### src/rtl/addroundkey_keysched.sv
// AddRoundKey stage with an on-the-fly AES-128 key schedule.
// Each accepted state is XORed with the current round key and registered.
// The key register then steps to the next round key. After round NR it wraps
// back to the stored cipher key.
module addroundkey_keysched #(
    parameter int NR = 10
) (
    input  logic         clk,
    input  logic         rst,
    input  logic         key_load,
    input  logic [0:127] cipher_key,
    input  logic         state_valid,
    input  logic [0:127] state_in,
    output logic         key_ready,
    output logic         out_valid,
    output logic [0:127] state_out,
    output logic [3:0]   round_out,
    output logic         last_round,
    output logic         drop_err
);

    localparam logic [3:0] LAST_RC = 4'(NR);

    // FIPS-197 forward S-box, indexed by the input byte value.
    localparam logic [7:0] SBOX [256] = '{
        8'h63, 8'h7c, 8'h77, 8'h7b, 8'hf2, 8'h6b, 8'h6f, 8'hc5, 8'h30, 8'h01, 8'h67, 8'h2b, 8'hfe, 8'hd7, 8'hab, 8'h76,
        8'hca, 8'h82, 8'hc9, 8'h7d, 8'hfa, 8'h59, 8'h47, 8'hf0, 8'had, 8'hd4, 8'ha2, 8'haf, 8'h9c, 8'ha4, 8'h72, 8'hc0,
        8'hb7, 8'hfd, 8'h93, 8'h26, 8'h36, 8'h3f, 8'hf7, 8'hcc, 8'h34, 8'ha5, 8'he5, 8'hf1, 8'h71, 8'hd8, 8'h31, 8'h15,
        8'h04, 8'hc7, 8'h23, 8'hc3, 8'h18, 8'h96, 8'h05, 8'h9a, 8'h07, 8'h12, 8'h80, 8'he2, 8'heb, 8'h27, 8'hb2, 8'h75,
        8'h09, 8'h83, 8'h2c, 8'h1a, 8'h1b, 8'h6e, 8'h5a, 8'ha0, 8'h52, 8'h3b, 8'hd6, 8'hb3, 8'h29, 8'he3, 8'h2f, 8'h84,
        8'h53, 8'hd1, 8'h00, 8'hed, 8'h20, 8'hfc, 8'hb1, 8'h5b, 8'h6a, 8'hcb, 8'hbe, 8'h39, 8'h4a, 8'h4c, 8'h58, 8'hcf,
        8'hd0, 8'hef, 8'haa, 8'hfb, 8'h43, 8'h4d, 8'h33, 8'h85, 8'h45, 8'hf9, 8'h02, 8'h7f, 8'h50, 8'h3c, 8'h9f, 8'ha8,
        8'h51, 8'ha3, 8'h40, 8'h8f, 8'h92, 8'h9d, 8'h38, 8'hf5, 8'hbc, 8'hb6, 8'hda, 8'h21, 8'h10, 8'hff, 8'hf3, 8'hd2,
        8'hcd, 8'h0c, 8'h13, 8'hec, 8'h5f, 8'h97, 8'h44, 8'h17, 8'hc4, 8'ha7, 8'h7e, 8'h3d, 8'h64, 8'h5d, 8'h19, 8'h73,
        8'h60, 8'h81, 8'h4f, 8'hdc, 8'h22, 8'h2a, 8'h90, 8'h88, 8'h46, 8'hee, 8'hb8, 8'h14, 8'hde, 8'h5e, 8'h0b, 8'hdb,
        8'he0, 8'h32, 8'h3a, 8'h0a, 8'h49, 8'h06, 8'h24, 8'h5c, 8'hc2, 8'hd3, 8'hac, 8'h62, 8'h91, 8'h95, 8'he4, 8'h79,
        8'he7, 8'hc8, 8'h37, 8'h6d, 8'h8d, 8'hd5, 8'h4e, 8'ha9, 8'h6c, 8'h56, 8'hf4, 8'hea, 8'h65, 8'h7a, 8'hae, 8'h08,
        8'hba, 8'h78, 8'h25, 8'h2e, 8'h1c, 8'ha6, 8'hb4, 8'hc6, 8'he8, 8'hdd, 8'h74, 8'h1f, 8'h4b, 8'hbd, 8'h8b, 8'h8a,
        8'h70, 8'h3e, 8'hb5, 8'h66, 8'h48, 8'h03, 8'hf6, 8'h0e, 8'h61, 8'h35, 8'h57, 8'hb9, 8'h86, 8'hc1, 8'h1d, 8'h9e,
        8'he1, 8'hf8, 8'h98, 8'h11, 8'h69, 8'hd9, 8'h8e, 8'h94, 8'h9b, 8'h1e, 8'h87, 8'he9, 8'hce, 8'h55, 8'h28, 8'hdf,
        8'h8c, 8'ha1, 8'h89, 8'h0d, 8'hbf, 8'he6, 8'h42, 8'h68, 8'h41, 8'h99, 8'h2d, 8'h0f, 8'hb0, 8'h54, 8'hbb, 8'h16
    };

    // Words are held as [31:0] with bits [31:24] being the word's first byte.
    function automatic logic [0:127] next_key(input logic [0:127] k, input logic [7:0] rcon);
        logic [31:0] w0, w1, w2, w3, t, n0, n1, n2, n3;
        w0 = k[0:31];
        w1 = k[32:63];
        w2 = k[64:95];
        w3 = k[96:127];
        t  = {SBOX[w3[23:16]], SBOX[w3[15:8]], SBOX[w3[7:0]], SBOX[w3[31:24]]} ^ {rcon, 24'h0};
        n0 = w0 ^ t;
        n1 = w1 ^ n0;
        n2 = w2 ^ n1;
        n3 = w3 ^ n2;
        return {n0, n1, n2, n3};
    endfunction

    function automatic logic [7:0] xtime(input logic [7:0] r);
        return {r[6:0], 1'b0} ^ (8'h1b & {8{r[7]}});
    endfunction

    logic [0:127] ks_q, ks_d;
    logic [0:127] rk_q, rk_d;
    logic [3:0]   rc_q, rc_d;
    logic [7:0]   rcon_q, rcon_d;
    logic         key_ready_q, key_ready_d;
    logic         out_valid_q, out_valid_d;
    logic [0:127] state_out_q, state_out_d;
    logic [3:0]   round_out_q, round_out_d;
    logic         last_round_q, last_round_d;
    logic         drop_err_q, drop_err_d;
    logic [0:127] rk_next;

    // Next round key, one full schedule step from the current key.
    always_comb begin
        rk_next = next_key(rk_q, rcon_q);
    end

    // Key load has priority; otherwise accept or drop the incoming state.
    always_comb begin
        ks_d         = ks_q;
        rk_d         = rk_q;
        rc_d         = rc_q;
        rcon_d       = rcon_q;
        key_ready_d  = key_ready_q;
        out_valid_d  = 1'b0;
        state_out_d  = state_out_q;
        round_out_d  = round_out_q;
        last_round_d = 1'b0;
        drop_err_d   = drop_err_q;

        if (key_load) begin
            ks_d        = cipher_key;
            rk_d        = cipher_key;
            rc_d        = 4'd0;
            rcon_d      = 8'h01;
            key_ready_d = 1'b1;
            if (state_valid) drop_err_d = 1'b1;
        end else if (state_valid) begin
            if (key_ready_q) begin
                state_out_d  = state_in ^ rk_q;
                round_out_d  = rc_q;
                out_valid_d  = 1'b1;
                last_round_d = (rc_q == LAST_RC);
                if (rc_q == LAST_RC) begin
                    rk_d   = ks_q;
                    rc_d   = 4'd0;
                    rcon_d = 8'h01;
                end else begin
                    rk_d   = rk_next;
                    rc_d   = rc_q + 4'd1;
                    rcon_d = xtime(rcon_q);
                end
            end else begin
                drop_err_d = 1'b1;
            end
        end
    end

    // State registers, cleared asynchronously.
    always_ff @(posedge clk or posedge rst) begin
        if (rst) begin
            ks_q         <= '0;
            rk_q         <= '0;
            rc_q         <= '0;
            rcon_q       <= '0;
            key_ready_q  <= 1'b0;
            out_valid_q  <= 1'b0;
            state_out_q  <= '0;
            round_out_q  <= '0;
            last_round_q <= 1'b0;
            drop_err_q   <= 1'b0;
        end else begin
            ks_q         <= ks_d;
            rk_q         <= rk_d;
            rc_q         <= rc_d;
            rcon_q       <= rcon_d;
            key_ready_q  <= key_ready_d;
            out_valid_q  <= out_valid_d;
            state_out_q  <= state_out_d;
            round_out_q  <= round_out_d;
            last_round_q <= last_round_d;
            drop_err_q   <= drop_err_d;
        end
    end

    assign key_ready  = key_ready_q;
    assign out_valid  = out_valid_q;
    assign state_out  = state_out_q;
    assign round_out  = round_out_q;
    assign last_round = last_round_q;
    assign drop_err   = drop_err_q;

endmodule

### config.mk
export PLATFORM = sky130hd
export DESIGN_NAME = addroundkey_keysched
export DESIGN_NICKNAME = d
export VERILOG_FILES = /design/src/rtl/addroundkey_keysched.sv
export SDC_FILE = /design/constraint.sdc
export NUM_CORES = 2
export LEC_CHECK = 0
export BUFFER_PORTS_ARGS = -buffer_cell sky130_fd_sc_hd__buf_4
export CAP_MARGIN = 20
export CORE_MARGIN = 2
export CORE_UTILIZATION = 35
export DETAILED_ROUTE_END_ITERATION = 10
export GPL_TIMING_DRIVEN = 0
export PLACE_DENSITY = 0.62
export SKIP_LAST_GASP = 1
export SYNTH_ARGS = -nofsm -noshare
export SYNTH_HDL_FRONTEND = slang
export SYNTH_SLANG_ARGS = --single-unit
### constraint.sdc
create_clock -name clk -period 26.4 [get_ports clk]
set_input_delay 3.96 -clock clk [delete_from_list [all_inputs] [get_ports clk]]
set_output_delay 3.96 -clock clk [all_outputs]
set_load 0.05 [all_outputs]
==> run metrics <==
RSZ-0062 raised after global routing no; Die W 315.2 µm; post-route clock period utilization 27.65%; die height 315.2 µm; most frequent CP cell nand2_1; Leakage 16.44 nW; commonest non-fill, non-tap cell in the layout o21ai_0; Crit path required time 26800 ps; crit path DAT 7700 ps; Wirelength per Cell 38.50 µm; Boundary Pins 396; PD cells 184.1 nW/µm²; fin. max-slew vios 0; antenna violations before repair 12; critical path fanouts, max 10; Sink Count 404; Post-CTS Setup Inserts 0; syn nets 4450; IO Port Bufs 395; Synth-to-Final Area Change 18.93%; pin count of the biggest net entering global routing 123; dpl hpwl 172.2 mm; status complete, no violations; Post-synth ARST share 100.0%; Post-Place Cells 5809; synth warn 0; worst slew pin tran 1284 ps; EDFF count, synth 0; final wirelength 227.3 mm; CP Class input port to flop; post-synthesis cell count 4128; core area 96280 µm²; Final TNS setup 0 ps; clk buf depth 3; fmax 137.0 MHz; nets 4908; post-route insts no fill 5903; DRC Markers 0; Yosys reg bits 404; vias in the first global route 37656; first-pass GRT wire length 310.6 mm; mapped cell area 33890 µm²; Final Hold Fails 0; critical path's slowest cell clkinv_1; share of layout cells above drive strength 1 18.62%; Total GRT Usage 44.36%; final setup fails 0; post-synthesis sequential area ratio 29.83%; Fillers 9962; hold_buf cts 0; placer congestion estimate 1.055; DRT iter0 DRCs 6789; Slew HR 14.39%; PostCTS Resize Cnt 0; Root Driver clkbuf_16; Layout Utilization 41.86%; maximum VDD drop 125.4 µV; most frequent cells in the layout o21ai_0 (458), nand2_1 (425), buf_4 (416), dfrtp_1 (404), a21oi_1 (290); CP Capture Type flop; 1st-pass router iterations 7; CTS HTree Levels 2; CTS clk-pin slew, worst paths 60 ps; Yosys cell types 107; Setup Skew 22.31 ps; Main synth FF type dfrtp_1; worst skew pair latency 660 ps; critical path, cell by cell buf_4 > and2_1 > nand2_1 > clkinv_1 > nand2_1 > clkbuf_1 > o221ai_1; Hold/Removal Path Class flop to flop; Detail Route Antenna Nets 0; crit start category input port; TritonCTS Buffers 49; die area 99340 µm²; Via density 6.815; syn avg cell area 8.210 µm²; minimum clock period 7298 ps; initial core utilization 35.20%; detailed-route via count 40229; max-cap viol count 0; Rows 114; GR Overflow Total 0; CTS tree yes; largest stage delay on the critical path 920 ps
per-layer routing:
layer | share of wire (%) | wire length (µm) | GRT usage (%) | up-vias
li1 | - | - | - | 15958
met1 | 39 | 88740 | 59.29 | 19860
met2 | 40 | 90620 | 61.86 | 3568
met3 | 15 | 33130 | 17.06 | 835
met4 | 6.5 | 14720 | 22.05 | 8
met5 | 0.026 | 60 | 0.2901 | -
cell type report:
cell class | instances | area, µm² | area share [%]
multi-input combinational | 3172 | 21330 | 52.91
clock buffer | 65 | 1378 | 3.418
timing repair buffer | 407 | 3171 | 7.866
antenna | 9 | 22.52 | 0.05587
clock inverter | 18 | 240.2 | 0.5960
tap | 1276 | 1597 | 3.961
buffer | 418 | 1954 | 4.849
sequential | 404 | 10110 | 25.08
inverter | 134 | 510.5 | 1.266
flip-flops by register name, summed over array words and instances, names as in the netlist:
signal	count
ks_q	128
rk_q	128
state_out	128
rcon_q	8
rc_q	4
round_out	4
drop_err	1
key_ready	1
last_round	1
out_valid	1
path summary, 6_finish.rpt:
| check | end | slack (ps) | start | cells after the start |
|---|---|---|---|---|
| setup / recovery | rk_q[111] | 19100 | state_valid | 7 |
| hold / removal | drop_err | 460 | drop_err | 1 |
| setup reg to reg | rk_q[119] | 19630 | rk_q[126] | 15 |
| hold reg to reg | drop_err | 460 | drop_err | 1 |
| max in group asynchronous | state_out[57] | 21470 | rst | 4 |
| min in group asynchronous | state_out[119] | 3470 | rst | 2 |
per-stage QoR:
| step | hold slack, ps | power, mW | cell area (µm²) | worst slack, ps |
|---|---|---|---|---|
| 2_1_floorplan | 470.5 | 4.297 | 33890 | 11200 |
| 3_3_place_gp | 445.6 | 6.489 | 38450 | 5804 |
| 3_5_place_dp | 447.8 | 6.358 | 38640 | 18850 |
| 4_1_cts | 460.6 | 7.089 | 40250 | 19500 |
| 5_1_grt | 489.6 | 7.538 | 40300 | 19290 |
| 6_report | 457.3 | 7.419 | 40310 | 19100 |
logic make-up (layout without fill, tap and decap cells):
logic type,count (synthesis),count (layout),share of synthesized area (%)
compound gates,1380,1380,26.58
simple gates,1273,1273,18.18
buf+inv,552,1042,7.250
flops,404,404,29.83
xor+xnor,306,306,8.919
mux,150,150,6.929
fa+ha+maj,63,63,2.318
other cells,0,9,0
synth_stat cells (19+ instances only):
master | number | area, µm²
o21ai_0 | 458 | 2292
nand2_1 | 425 | 1595
dfrtp_1 | 404 | 10110
a21oi_1 | 290 | 1451
xnor2_1 | 237 | 2076
nor2_1 | 224 | 840.8
clkbuf_1 | 217 | 814.5
nor3_1 | 175 | 875.8
buf_2 | 126 | 630.6
inv_1 | 115 | 431.7
nand2b_1 | 92 | 575.6
nand3_1 | 89 | 445.4
nor2b_1 | 71 | 444.2
o221ai_1 | 65 | 569.3
ha_1 | 62 | 775.7
mux4_2 | 62 | 1396
mux2_2 | 57 | 641.9
o211ai_1 | 52 | 390.4
a31oi_1 | 51 | 319.1
a311oi_1 | 48 | 420.4
o311ai_0 | 42 | 367.9
a211oi_1 | 41 | 307.8
xor2_1 | 39 | 341.6
and2_1 | 36 | 225.2
buf_1 | 33 | 123.9
o31ai_1 | 33 | 247.7
mux2i_1 | 31 | 310.3
a221oi_1 | 22 | 192.7
a221o_1 | 21 | 210.2
a21o_1 | 20 | 150.1
buf_4 | 20 | 150.1
buf_6 | 20 | 225.2
or2_2 | 20 | 125.1
and3_1 | 19 | 118.9
or3_1 | 19 | 118.9
critical path, delay by kind of cell:
| kind | cells | cell delay (ps) |
|---|---|---|
| compound gates | 1 | 430 |
| buf+inv | 3 | 1880 |
| simple gates | 3 | 1400 |
power breakdown:
group / internal [mW] / total [mW] / leakage (nW) / switching [mW]
clock network: 0.413 / 0.715 / 0.798 / 0.302
logic: 1.83 / 5.61 / 10.7 / 3.78
registers: 0.807 / 1.10 / 4.92 / 0.292
total: 3.05 / 7.42 / 16.4 / 4.37
(Power assumes the default switching activity.)
